===== src/rtl/audio_note_sched_pkg.sv =====
// Shared widths, state encoding and clock constants for the note scheduler.
package audio_note_sched_pkg;

  localparam int unsigned NOTE_W           = 20;
  localparam int unsigned DUR_W            = 10;
  localparam int unsigned TICKS_PER_MS_40M = 40000;

  typedef enum logic [1:0] {
    ST_IDLE = 2'd0,
    ST_PLAY = 2'd1,
    ST_GAP  = 2'd2
  } state_t;

endpackage


===== src/rtl/audio_note_sched_if.sv =====
// Requester-side bus of the note scheduler: request levels, note parameters and status.
interface audio_note_sched_if
  import audio_note_sched_pkg::*;
#(
  parameter int unsigned NREQ = 4
);
  logic [NREQ-1:0]        req;
  logic [NREQ*NOTE_W-1:0] note_half;
  logic [NREQ*DUR_W-1:0]  note_dur;
  logic [NREQ-1:0]        ack;
  logic [NREQ-1:0]        done;
  logic                   aborted;
  logic [2:0]             grant_id;
  logic                   busy;
  logic                   spk_out;

  modport master (
    output req, note_half, note_dur,
    input  ack, done, aborted, grant_id, busy, spk_out
  );

  modport slave (
    input  req, note_half, note_dur,
    output ack, done, aborted, grant_id, busy, spk_out
  );
endinterface


===== src/rtl/audio_note_sched_tone_div.sv =====
// Square-wave tone divider: toggles sq every `half` enabled clocks; silent when disabled or half==0.
module audio_tone_div
  import audio_note_sched_pkg::*;
(
  input  logic              clk,
  input  logic              rst_n,
  input  logic              en,
  input  logic [NOTE_W-1:0] half,
  output logic              sq
);
  logic [NOTE_W-1:0] tone_cnt;

  always_ff @(posedge clk) begin
    if (!rst_n || !en || half == '0) begin
      tone_cnt <= '0;
      sq       <= 1'b0;
    end else if (tone_cnt == half - NOTE_W'(1)) begin
      tone_cnt <= '0;
      sq       <= ~sq;
    end else begin
      tone_cnt <= tone_cnt + NOTE_W'(1);
    end
  end
endmodule


===== src/rtl/audio_note_sched.sv =====
// Round-robin note scheduler sharing one tone generator among NREQ requesters.
// Optional build macro AUDIO_PREEMPT_EN: requester 0 preempts any other note in progress.
module audio_note_sched
  import audio_note_sched_pkg::*;
#(
  parameter int unsigned NREQ         = 4,
  parameter int unsigned TICKS_PER_MS = TICKS_PER_MS_40M,
  parameter int unsigned GAP_MS       = 1
) (
  input logic               clock_40MHz,
  input logic               reset_n,
  audio_note_sched_if.slave bus
);
  localparam int unsigned      MS_W     = (TICKS_PER_MS > 1) ? $clog2(TICKS_PER_MS) : 1;
  localparam logic [MS_W-1:0]  MS_LAST  = MS_W'(TICKS_PER_MS - 1);
  localparam logic [NREQ-1:0]  ONE_HOT0 = {{(NREQ-1){1'b0}}, 1'b1};

  state_t            state;
  logic [2:0]        rr_ptr;
  logic [NOTE_W-1:0] half_r;
  logic [DUR_W-1:0]  dur_cnt;
  logic [MS_W-1:0]   ms_cnt;
  logic              zero_pend;
  logic [NREQ-1:0]   ack_r;
  logic [NREQ-1:0]   done_r;
  logic              aborted_r;
  logic [2:0]        grant_r;
  logic              busy_r;

  logic [NREQ-1:0]   req_rot;
  logic [2:0]        off;
  logic [3:0]        sum;
  logic              hit;
  logic [2:0]        pick;
  logic [NOTE_W-1:0] sel_half;
  logic [DUR_W-1:0]  sel_dur;
  logic              preempt;
  logic              start;
  logic [2:0]        start_id;
  logic [NOTE_W-1:0] start_half;
  logic [DUR_W-1:0]  start_dur;
  logic              ms_wrap;
  logic              seg_last;
  logic              tone_en;

`ifdef AUDIO_PREEMPT_EN
  assign preempt = (state != ST_IDLE) && bus.req[0] && (grant_r != 3'd0);
`else
  assign preempt = 1'b0;
`endif

  // Requests are rotated so bit 0 is rr_ptr; the first set bit gives the offset from rr_ptr.
  always_comb begin
    req_rot  = NREQ'({bus.req, bus.req} >> rr_ptr);
    hit      = 1'b0;
    off      = '0;
    for (int unsigned k = 0; k < NREQ; k++) begin
      if (!hit && req_rot[k]) begin
        hit = 1'b1;
        off = 3'(k);
      end
    end
    sum = {1'b0, rr_ptr} + {1'b0, off};
    if (sum >= 4'(NREQ)) sum = sum - 4'(NREQ);
    pick     = sum[2:0];
    sel_half = '0;
    sel_dur  = '0;
    for (int unsigned k = 0; k < NREQ; k++) begin
      if (3'(k) == pick) begin
        sel_half = bus.note_half[k*NOTE_W +: NOTE_W];
        sel_dur  = bus.note_dur[k*DUR_W +: DUR_W];
      end
    end
  end

  always_comb begin
    start      = preempt || (state == ST_IDLE && !zero_pend && hit);
    start_id   = preempt ? 3'd0 : pick;
    start_half = preempt ? bus.note_half[NOTE_W-1:0] : sel_half;
    start_dur  = preempt ? bus.note_dur[DUR_W-1:0] : sel_dur;
    ms_wrap    = (ms_cnt == MS_LAST);
    seg_last   = ms_wrap && (dur_cnt == DUR_W'(1));
    // Tone is held off on the last PLAY cycle and on preemption so spk_out is 0 the cycle after.
    tone_en    = (state == ST_PLAY) && !seg_last && !preempt;
  end

  always_ff @(posedge clock_40MHz) begin
    if (!reset_n) begin
      state     <= ST_IDLE;
      rr_ptr    <= '0;
      half_r    <= '0;
      dur_cnt   <= '0;
      ms_cnt    <= '0;
      zero_pend <= 1'b0;
      ack_r     <= '0;
      done_r    <= '0;
      aborted_r <= 1'b0;
      grant_r   <= '0;
      busy_r    <= 1'b0;
    end else begin
      ack_r     <= '0;
      done_r    <= '0;
      aborted_r <= 1'b0;
      if (start) begin
        ack_r   <= ONE_HOT0 << start_id;
        grant_r <= start_id;
        half_r  <= start_half;
        dur_cnt <= start_dur;
        ms_cnt  <= '0;
        if (preempt) begin
          done_r    <= ONE_HOT0 << grant_r;
          aborted_r <= 1'b1;
        end else begin
          rr_ptr <= (start_id == 3'(NREQ - 1)) ? 3'd0 : start_id + 3'd1;
        end
        // A zero-length note idles one cycle and then reports done.
        if (start_dur == '0) begin
          state     <= ST_IDLE;
          busy_r    <= 1'b0;
          zero_pend <= 1'b1;
        end else begin
          state     <= ST_PLAY;
          busy_r    <= 1'b1;
          zero_pend <= 1'b0;
        end
      end else begin
        case (state)
          ST_IDLE: begin
            if (zero_pend) begin
              zero_pend <= 1'b0;
              done_r    <= ONE_HOT0 << grant_r;
            end
          end
          ST_PLAY, ST_GAP: begin
            if (seg_last) begin
              ms_cnt <= '0;
              if (state == ST_PLAY && GAP_MS != 0) begin
                state   <= ST_GAP;
                dur_cnt <= DUR_W'(GAP_MS);
              end else begin
                state  <= ST_IDLE;
                busy_r <= 1'b0;
                done_r <= ONE_HOT0 << grant_r;
              end
            end else if (ms_wrap) begin
              ms_cnt  <= '0;
              dur_cnt <= dur_cnt - DUR_W'(1);
            end else begin
              ms_cnt <= ms_cnt + MS_W'(1);
            end
          end
          default: state <= ST_IDLE;
        endcase
      end
    end
  end

  audio_tone_div u_tone (
    .clk   (clock_40MHz),
    .rst_n (reset_n),
    .en    (tone_en),
    .half  (half_r),
    .sq    (bus.spk_out)
  );

  assign bus.ack      = ack_r;
  assign bus.done     = done_r;
  assign bus.aborted  = aborted_r;
  assign bus.grant_id = grant_r;
  assign bus.busy     = busy_r;
endmodule

===== src/flat_wrapper.sv =====
// flat-port wrapper written by rule: the top's interface ports become plain ports
module audio_note_sched_flat import audio_note_sched_pkg::*;
#(
  parameter int unsigned NREQ         = 4,
  parameter int unsigned TICKS_PER_MS = TICKS_PER_MS_40M,
  parameter int unsigned GAP_MS       = 1
)
  (clock_40MHz, reset_n, bus_req, bus_note_half, bus_note_dur, bus_ack, bus_done, bus_aborted, bus_grant_id, bus_busy, bus_spk_out);
  audio_note_sched_if #(.NREQ(NREQ)) bus_i ();
  input logic clock_40MHz;
  input logic reset_n;
  input wire logic [$bits(bus_i.req)-1:0] bus_req;
  input wire logic [$bits(bus_i.note_half)-1:0] bus_note_half;
  input wire logic [$bits(bus_i.note_dur)-1:0] bus_note_dur;
  output wire logic [$bits(bus_i.ack)-1:0] bus_ack;
  output wire logic [$bits(bus_i.done)-1:0] bus_done;
  output wire logic [$bits(bus_i.aborted)-1:0] bus_aborted;
  output wire logic [$bits(bus_i.grant_id)-1:0] bus_grant_id;
  output wire logic [$bits(bus_i.busy)-1:0] bus_busy;
  output wire logic [$bits(bus_i.spk_out)-1:0] bus_spk_out;
  assign bus_i.req = bus_req;
  assign bus_i.note_half = bus_note_half;
  assign bus_i.note_dur = bus_note_dur;
  assign bus_ack = bus_i.ack;
  assign bus_done = bus_i.done;
  assign bus_aborted = bus_i.aborted;
  assign bus_grant_id = bus_i.grant_id;
  assign bus_busy = bus_i.busy;
  assign bus_spk_out = bus_i.spk_out;
  audio_note_sched #(.NREQ(NREQ), .TICKS_PER_MS(TICKS_PER_MS), .GAP_MS(GAP_MS)) u_core (.clock_40MHz(clock_40MHz), .reset_n(reset_n), .bus(bus_i));
endmodule

===== config.mk =====
export PLATFORM = sky130hd
export DESIGN_NAME = audio_note_sched_flat
export DESIGN_NICKNAME = d
export VERILOG_FILES = /design/src/rtl/audio_note_sched_pkg.sv /design/src/rtl/audio_note_sched_if.sv /design/src/rtl/audio_note_sched_tone_div.sv /design/src/rtl/audio_note_sched.sv /design/src/flat_wrapper.sv
export SDC_FILE = /design/constraint.sdc
export NUM_CORES = 1
export LEC_CHECK = 0
export ABC_AREA = 1
export ABC_CLOCK_PERIOD_IN_PS = 4900
export CAP_MARGIN = 20
export CORE_ASPECT_RATIO = 0.75
export CORE_MARGIN = 2
export CORE_UTILIZATION = 50
export DETAILED_ROUTE_END_ITERATION = 6
export HOLD_SLACK_MARGIN = 0.02
export PLACE_DENSITY = 0.8
export SYNTH_ARGS = -nofsm -noshare
export SYNTH_HDL_FRONTEND = slang
export SYNTH_SLANG_ARGS = --single-unit

===== constraint.sdc =====
create_clock -name clock_40MHz -period 4.9 [get_ports clock_40MHz]
set_input_delay 0.735 -clock clock_40MHz [delete_from_list [all_inputs] [get_ports clock_40MHz]]
set_output_delay 0.735 -clock clock_40MHz [all_outputs]
set_load 0.02 [all_outputs]

**Word-level counts from Yosys, hierarchy flattened**

Cells that the tools add are included.
Widths: inputs -> output; s select.

- Add/sub/neg operators: 7
- Div/mod/pow operators: 0
- Reductions and logical operators: 31
- Multiply operators: 0
- $lt $le $gt $ge: 1
- Mux-type cells: 41
- Shift operators: 3
- Equality and inequality tests: 13
- Bitwise operators: 2

Operators by type and width:

| kind | number |
|---|---|
| $mux 10 | 9 |
| $mux 20 | 4 |
| $mux 16 | 2 |
| $add 20x1->20 const B | 1 |
| $eq 20x20->1 | 1 |
| $logic_not 20->1 | 1 |
| $sub 20x1->20 const B | 1 |
| $add 16x1->16 const B | 1 |
| $eq 16x16->1 const B | 1 |
| $mux 1 | 14 |
| $mux 3 | 4 |
| $mux 4 | 3 |
| $eq 10x1->1 const B | 1 |
| $logic_not 10->1 | 1 |
| $sub 10x1->10 const B | 1 |
| $pmux 4 s2 | 1 |
| $shl 1x3->4 const A | 2 |
| $shr 8x3->4 | 1 |
| $logic_and 1x1->1 | 7 |
| $logic_not 1->1 | 7 |
| $eq 2x3->1 const A | 2 |
| $mux 2 | 3 |
| $reduce_and 3->1 | 2 |
| $reduce_bool 2->1 | 3 |
| other kinds (19) | 25 |

- Register bits after elaboration: 85
- Output and inout port bits: 14
- Memories kept: 0
- Bits in writable memories: 0
- Latch bits: 0
- Logic and storage cells: 110
- Bits in read-only memories: 0

**Logic depth before layout (Yosys ltp)**

Gate-level depths: netlist of the first run.

- Depth after elaboration: 22
- Mapped depth: 25

**By module**

Synthesis of the first run repeated with hierarchy kept, for this count alone.

- Cells, all modules: 992
- Area, all modules: 6,234.7 sq um

By module, submodules not included:

| module | area an instance (sq um) | times used | cells each |
|---|---|---|---|
| audio_note_sched | 4,361.7 | 1 | 666 |
| audio_tone_div | 1,873.0 | 1 | 326 |

**Worst setup path before layout of the first run**

Ideal clock, no wire load.

- Path type: input port to flip-flop
- Start point: input port bus_req[3]
- End point: register u_core.busy_r (netlist: u_core.bus.busy)
- Data arrival time: 3.525 ns
- Data required time: 4.787 ns
- Cell stages on the path: 23
- Path slack: 1.262 ns
- Path through: inv_1 -> nand2_1 -> o21ai_1 -> or2_2 -> o21ai_2 -> inv_1 -> a21oi_1 -> nor2_1 -> ha_1 -> inv_1 -> fa_1 -> inv_1 -> ha_1 -> clkbuf_1 -> nand2_2 -> o21ai_0 -> inv_1 -> a21boi_0 -> nand2_1 -> nor2_1 -> nand2_1 -> o21ai_1 -> inv_1

- Cells in the longest elaborated chain, start to end: 22
- Elaborated cells on any way between the ends: 34
- Those cells by class: 2 x add/sub; 1 x order compare; 4 x eq/ne; 1 x shift; 14 x mux; 12 x reduce/logical

Ends and longest elaborated chain:

| item | RTL line | source |
|---|---|---|
| from (decl) | flat_wrapper.sv:12 | `input wire logic [$bits(bus_i.req)-1:0] bus_req;` |
| $shr 8x3->4 * | audio_note_sched.sv:54 | `req_rot = NREQ'({bus.req, bus.req} >> rr_ptr);` |
| $mux 1 | audio_note_sched.sv:58 | `if (!hit && req_rot[k]) begin` |
| $logic_not 1->1 | audio_note_sched.sv:58 |  |
| $logic_and 1x1->1 | audio_note_sched.sv:58 |  |
| $mux 1 | audio_note_sched.sv:58 |  |
| $logic_not 1->1 | audio_note_sched.sv:58 |  |
| $logic_and 1x1->1 | audio_note_sched.sv:58 |  |
| $mux 1 | audio_note_sched.sv:58 |  |
| [... 5 more ...] | -- |  |
| $mux 3 * | audio_note_sched.sv:64 | `if (sum >= 4'(NREQ)) sum = sum - 4'(NREQ);` |
| via u_core.sum[1] | audio_note_sched.sv:32 | `logic [3:0] sum;` |
| $logic_not 3->1 | audio_note_sched.sv:69 | `if (3'(k) == pick) begin` |
| $mux 10 (3 in series) | audio_note_sched.sv:69 |  |
| $mux 10 * | audio_note_sched.sv:69 |  |
| $logic_not 10->1 * | audio_note_sched.sv:117 | `if (start_dur == '0) begin` |
| $mux 1 * | audio_note_sched.sv:117 |  |
| $mux 1 * | audio_note_sched.sv:104 | `if (start) begin` |
| to (signal assigned) | audio_note_sched.sv:99 | `busy_r <= 1'b0;` |
| to (signal assigned) | audio_note_sched.sv:119 | `busy_r <= 1'b0;` |
| to (signal assigned) | audio_note_sched.sv:123 | `busy_r <= 1'b1;` |
| to (decl) | audio_note_sched.sv:28 | `logic busy_r;` |

Mark *: on every way through the listed nets, which the timed path passes. The rest lies on a longest branch.
A chain may end at the register's enable or synchronous reset.

**Worst setup path after layout of the first run**

Ends and elaborated chain as after synthesis.

==> results.json, run 1 <==
{
  "status": "finished, final reports clean",
  "clock_latency_ns": 0.34,
  "synth_top_family_by_area": "simple AND/OR/NAND/NOR gates",
  "finalCritPeriodShare": 0.8929,
  "via_per_inst": 5.322,
  "num_vias": 6599,
  "nets": 1211,
  "cts_root_buf": "clkbuf_16",
  "die-area_mm2": 0.01330,
  "fin_skew_ns": 0.006618,
  "rsz0062_at_grt": "no",
  "maxSlewHeadroom": 0.3840,
  "globalRouteTotalUtil": 0.2779,
  "io_pins": 140,
  "antenna_found_initial": 0,
  "synth_cells": 948,
  "postCtsHoldBufs": 0,
  "synth.top_cell.area_share": 0.2749,
  "fp.dieW_um": 132.5,
  "nFillCells": 1145,
  "grt_use_met1": 0.3748,
  "numPortBuffers": 138,
  "fin_ws_ns": 0.5247,
  "pre_cts_ws_ns": 0.3242,
  "cp.arrival_ns": 4.61,
  "numCtsBuffers": 9,
  "tightest_slew_ns": 0.9230,
  "power.density_mw_per_mm2": 605.6,
  "fmax_mhz": 228.6,
  "first_pass_iters": 5,
  "ys_seq_area_frac": 0.2749,
  "synthAdderAreaFrac": 0.03355,
  "drc": 0,
  "cts.reportedPaths.clkPinSlew_ns": 0.06,
  "drive_gt1_frac": 0.06611,
  "min_to": "u_core.u_tone.tone_cnt[0]",
  "drt-total-wl_mm": 18.35,
  "area_growth_pct": 28.64,
  "ys_ff_latch": 85,
  "rrSetupSlack_ns": 0.87,
  "postCtsSetupBuffers": 0,
  "grt-ovfl-total": 0,
  "critical_path_required_ns": 5.13,
  "synth_area_leaders": "dfxtp_1 (27%), nand2_1 (12%), nor2_1 (8.0%)",
  "synth_cell_type_count": 46,
  "period_needed_ns": 4.375,
  "critical_path_class": "in2reg",
  "rows": 35,
  "initial_utilization": 0.5085,
  "fin_setup_tns_ns": 0,
  "layout.cells.non_filler": 1240,
  "synth_edf_count": 0,
  "hpwl_mm": 14.14,
  "synth-simple-area-share": 0.3931,
  "worstRegToRegCells": 20,
  "synth_warnings": 0,
  "ir_drop_mv": 0.3344,
  "tritoncts": "yes",
  "grt_use_met3": 0.05606,
  "synth_area_mm2": 0.006191,
  "ant_nets": 0,
  "synth_area_per_cell_um2": 6.531,
  "slew_violations": 0,
  "r2r_start": "u_core.rr_ptr[0]",
  "leakage_uw": 0.003346,
  "core_area_mm2": 0.01217,
  "grt_pass1_vias": 6098,
  "hold_class": "reg2reg",
  "routedWlPerCell_um": 14.80,
  "r2r-end": "u_core.bus.busy",
  "worstHoldStart": "u_core.u_tone.tone_cnt[0]",
  "grt_busiest_layer": "met2",
  "htreeDepth": 3,
  "gp_congestion": 0.9381,
  "cp-start-kind": "input port",
  "maxCapViolations": 0,
  "ys.flop_type": "dfxtp_1",
  "hold_viol_final": 0,
  "grt_pass1_wl_mm": 29.68,
  "synth_xor_area_frac": 0.05659,
  "holdPathStages": 1,
  "ys_async_sr_fraction": 0,
  "cts.sinks": 85,
  "postCtsResizedCells": 0,
  "cp_max_fo": 27,
  "die_h_um": 100.4,
  "antenna_cells": 0,
  "yosysTopAreaCell": "dfxtp_1",
  "synthMuxAreaShare": 0.03234,
  "syn_nets": 1090,
  "endpoint_kind": "flip-flop",
  "dp.cells": 1224,
  "synth-compound-area-share": 0.09660,
  "drt_iter0_drc": 513,
  "clk_path_buf_depth": 2,
  "grt_use_met2": 0.4560,
  "setup_viol": 0,
  "grt_max_degree": 41
}
-- synthesized netlist by cell type (2+ instances only) --
master	count
mux2i_1	20
buf_4	3
o21bai_1	2
a31oi_1	21
or2_0	3
o22ai_2	10
nor4_1	3
buf_6	6
clkbuf_1	14
nor3_1	9
nor2_2	10
a21oi_1	12
nand2_4	2
o22ai_1	10
nand4_1	44
nor2_4	2
inv_1	119
o21ai_0	18
nand2_2	5
a21boi_0	4
xor2_1	28
buf_2	15
nand2_1	200
nor3_2	3
nand3_1	95
ha_1	15
or2_2	2
nor3b_1	4
dfxtp_1	85
xnor2_1	12
nand3b_1	14
inv_2	6
nor2_1	132
o21ai_2	2
o21ai_1	7
-- per-stage QoR --
step | total power, µW | cell area [µm²] | utilization | hold WS (ns)
global placement | 3947 | 7637 | 0.6273 | 0.4530
detailed placement | 4006 | 7637 | 0.6273 | 0.4646
global route | 5231 | 7964 | 0.6542 | 0.5135
finish | 4823 | 7964 | 0.6542 | 0.4725
CTS | 4783 | 7964 | 0.6542 | 0.4790
floorplan | 3286 | 6191 | - | 0.4394
-- flip-flops by register name, summed over array words and instances, names as in the netlist, 2 cells and up --
name and flops:
u_core.bus.ack 4, u_core.bus.done 4, u_core.bus.grant_id 3, u_core.dur_cnt 10, u_core.half_r 20, u_core.ms_cnt 16
u_core.rr_ptr 3, u_core.state 2, u_core.u_tone.tone_cnt 20
-- layout make-up --
class,instances,area (µm²),share of cell area
Clock inverter,5,83.83,0.01053
Clock buffer,11,242.7,0.03048
Timing Repair Buffer,148,1456,0.1829
Tap cell,166,207.7,0.02608
Multi-Input combinational cell,698,3794,0.4764
Inverter,127,478.0,0.06002
Sequential cell,85,1702,0.2137
-- metal layers --
layer  up-vias  part of all wire
met2       230              0.46
li1       3328                 -
met4         0             0.016
met5         -                 0
met3        24             0.076
met1      3017              0.45
-- cell usage in the layout (no fill, tap or decap), drive strengths merged --
cell type,count
xnor2,12
clkdlybuf4s50,138
xor2,28
nand4,44
dfxtp,85
buf,10
clkinv,3
nor3,12
fa,1
nor4,4
a211oi,1
conb,1
nor3b,5
clkinvlp,2
or2,6
nand3b,14
clkbuf,11
nor2,144
nand3,95
inv,125
o211ai,1
o21ai,28
a31oi,21
o22ai,20
a21boi,4
a21oi,12
o21bai,2
ha,15
and3,1
mux2i,20
bufinv,2
nand2,207
-- worst max-delay path by stage --
| stage | cells past startpoint | endpoint | start | slack [ns] |
|---|---|---|---|---|
| global placement | 21 | u_core.bus.busy | bus_req[3] | 0.40 |
| floorplan | 23 | u_core.bus.busy | bus_req[3] | 1.26 |
| detailed placement | 19 | u_core.half_r[6] | bus_req[3] | 0.32 |
| CTS | 19 | u_core.half_r[16] | bus_req[3] | 0.62 |
| global route | 21 | u_core.bus.busy | bus_req[3] | 0.30 |
| finish | 21 | u_core.bus.busy | bus_req[3] | 0.52 |
-- critical path, stage by stage --
cell and delay [ns]:
clkdlybuf4s50_1 0.50, inv_1 0.05, nand2_1 0.05, o21ai_1 0.07, or2_2 0.29, o21ai_2 0.08, nor2_2 0.06, nor2_1 0.13
inv_1 0.08, fa_1 0.65, inv_1 0.14, ha_1 0.32, nand2_2 0.18, buf_4 0.30, nand3_1 0.12, a21oi_1 0.33
nand2_1 0.09, nor2_1 0.18, nand2_1 0.10, o21ai_1 0.12, inv_1 0.05
-- power by group --
| part | leakage [µW] | internal (µW) | switching [µW] |
|---|---|---|---|
| clock | 0.000152 | 462 | 291 |
| sequential | 0.000692 | 808 | 101 |
| combinational | 0.00250 | 1180 | 1980 |
| total | 0.00335 | 2450 | 2370 |
-- kinds of logic after synthesis --
family / count (synthesis)
XOR/XNOR: 40
buffers and inverters: 165
AND/OR/NAND/NOR: 532
multiplexers: 20
adder cells (fa/ha/maj): 16
flip-flops: 85
AO/OA/AOI/OAI: 89
other: 1
Note: power is estimated with default switching activity, not from simulation.
==> run 2: changes to the inputs <==
Settings changed: CORE_UTILIZATION 50 to 45, PLACE_DENSITY 0.8 to 0.73.
==> run 2 against run 1 <==
Effect of this change:
- worst setup slack gained 0.080 ns
- total power increased by 1.6%
- critical path depth up 2
- sequential share of layout area fell by 0.074 points
- critical path type unchanged
- critical endpoint unchanged
- register-to-register slack improved by 0.10 ns
- sequential power about the same
- largest power group unchanged
- worst hold slack better by 0.011 ns
- fmax up 1.9%
- clock power increased by 3.5%
==> results.json, run 2 (synthesis gave the netlist of run 1 again) <==
{
  "cp-start-kind": "input port",
  "hpwl_mm": 14.47,
  "drt-total-wl_mm": 19.05,
  "period_needed_ns": 4.295,
  "antenna_cells": 0,
  "core_area_mm2": 0.01356,
  "slew_violations": 0,
  "hold_viol_final": 0,
  "power.density_mw_per_mm2": 612.9,
  "r2r-end": "u_core.bus.busy",
  "holdPathStages": 1,
  "fin_setup_tns_ns": 0,
  "cts.reportedPaths.clkPinSlew_ns": 0.07,
  "gp_congestion": 0.9116,
  "cts.sinks": 85,
  "clk_path_buf_depth": 2,
  "tightest_slew_ns": 0.9291,
  "fp.dieW_um": 139.4,
  "postCtsSetupBuffers": 0,
  "num_vias": 6587,
  "dr_wl_met3_mm": 1.171,
  "critical_path_required_ns": 5.14,
  "worstRegToRegCells": 20,
  "postCtsHoldBufs": 0,
  "routedWlPerCell_um": 15.28,
  "via_per_inst": 5.282,
  "cp.arrival_ns": 4.54,
  "tritoncts": "yes",
  "drc": 0,
  "numCtsBuffers": 9,
  "r2r_start": "u_core.rr_ptr[0]",
  "grt_pass1_vias": 6210,
  "crit_start": "bus_req[3]",
  "io_pins": 140,
  "routed.top_layer": "met4",
  "ant_nets": 0,
  "status": "finished, final reports clean",
  "grt_pass1_wl_mm": 30.71,
  "htreeDepth": 3,
  "drive_gt1_frac": 0.06530,
  "numPortBuffers": 138,
  "worstHoldStart": "u_core.u_tone.tone_cnt[0]",
  "endpoint_kind": "flip-flop",
  "ir_drop_mv": 0.3254,
  "cp_max_fo": 15,
  "die-area_mm2": 0.01472,
  "initial_utilization": 0.4564,
  "final_util": 0.5892,
  "rsz0062_at_grt": "no",
  "postCtsResizedCells": 0,
  "layout_commonest_cell": "nand2_1",
  "nets": 1210,
  "maxSlewHeadroom": 0.3799,
  "cts_root_buf": "clkbuf_16",
  "first_pass_iters": 6,
  "drt_iter0_drc": 580,
  "antenna_found_initial": 0,
  "leakage_uw": 0.003360,
  "setup_viol": 0,
  "hold_class": "reg2reg",
  "routed-wl-met2_mm": 8.416,
  "finalCritPeriodShare": 0.8765,
  "grt_max_degree": 41,
  "grt-ovfl-total": 0,
  "die_h_um": 105.6,
  "clock_latency_ns": 0.34,
  "fin_skew_ns": 0.01154,
  "maxCapViolations": 0,
  "area_growth_pct": 29.08,
  "fmax_mhz": 232.8,
  "rrSetupSlack_ns": 0.97,
  "globalRouteTotalUtil": 0.2579,
  "min_to": "u_core.u_tone.tone_cnt[0]",
  "top_regs": "u_core.half_r x20, u_core.u_tone.tone_cnt x20, u_core.ms_cnt x16",
  "rows": 37,
  "critical_path_class": "in2reg",
  "final_cell_mix": "nand2_1 (200), clkdlybuf4s50_1 (138), nor2_1 (132), inv_1 (119), nand3_1 (95)",
  "wl_met1_mm": 9.108
}
## run 2: cell count changes in the layout (fill, tap and decap cells not counted)
cell        previous run  this run
clkinv_2               1         2
bufinv_16              2         3
clkbuf_1               1         0
clkbuf_8               1         0
buf_4                 10         8
clkinvlp_4             2         0
clkinv_4               1         2
buf_12                 0         1
## run 2: power breakdown
part | switching, µW | total (µW) | internal (µW)
sequential | 103 | 911 | 808
combinational | 2030 | 3210 | 1180
clock | 283 | 779 | 496
total | 2410 | 4900 | 2490
## run 2: worst max-delay path by stage
stage                 endpoint  slack, ns  cells past startpoint
6_report       u_core.bus.busy       0.61                     23
3_5_place_dp   u_core.bus.busy       0.36                     23
2_1_floorplan  u_core.bus.busy       1.26                     23
4_1_cts        u_core.bus.busy       0.68                     23
3_3_place_gp   u_core.bus.busy       0.44                     21
5_1_grt        u_core.bus.busy       0.25                     23
## run 2: area by class of cell
class | count | area, µm²
clock buffers | 9 | 225.2
multi-input cells | 698 | 3794
flip-flops and latches | 85 | 1702
clock inverters | 6 | 112.6
inverters | 127 | 478.0
well taps | 175 | 219.0
fillers | 1283 | 5573
repair buffers | 147 | 1461
## run 2: critical path: stages
cell             delay, ns
clkdlybuf4s50_1       0.47
inv_1                 0.04
nand2_1               0.04
o21ai_1               0.07
or2_2                 0.29
o21ai_2               0.08
inv_1                 0.06
a21oi_1               0.12
nor2_1                0.06
ha_1                  0.20
inv_1                 0.07
fa_1                  0.50
inv_1                 0.14
ha_1                  0.33
nand2_2               0.29
o21ai_0               0.25
inv_1                 0.05
a21boi_0              0.25
nand2_1               0.08
nor2_1                0.15
nand2_1               0.09
o21ai_1               0.12
inv_1                 0.04
## run 2: per-layer routing
layer / track usage / up-vias
met2: 0.4132 / 221
li1: - / 3326
met4: 0.06854 / 0
met5: 0 / -
met3: 0.03953 / 25
met1: 0.3625 / 3015
## run 2: through the flow
step	cell area (µm²)	setup WS, ns	hold WS, ns	total power (µW)	std cells
after global placement	7654	0.4355	0.4566	4027	1232
final	7991	0.6051	0.4833	4898	1247
after global routing	7991	0.2524	0.5081	5290	1247
after detailed placement	7654	0.3588	0.4731	4051	1232
after CTS	7991	0.6824	0.4874	4856	1247
after floorplan	6191	1.262	0.4394	3286	948
==> run 3: changes to the inputs <==
Settings changed: SETUP_SLACK_MARGIN from default to 0.2.
==> results of run 3 <==
Same layout as run 2: the final DEF is identical, and so are final timing and power.
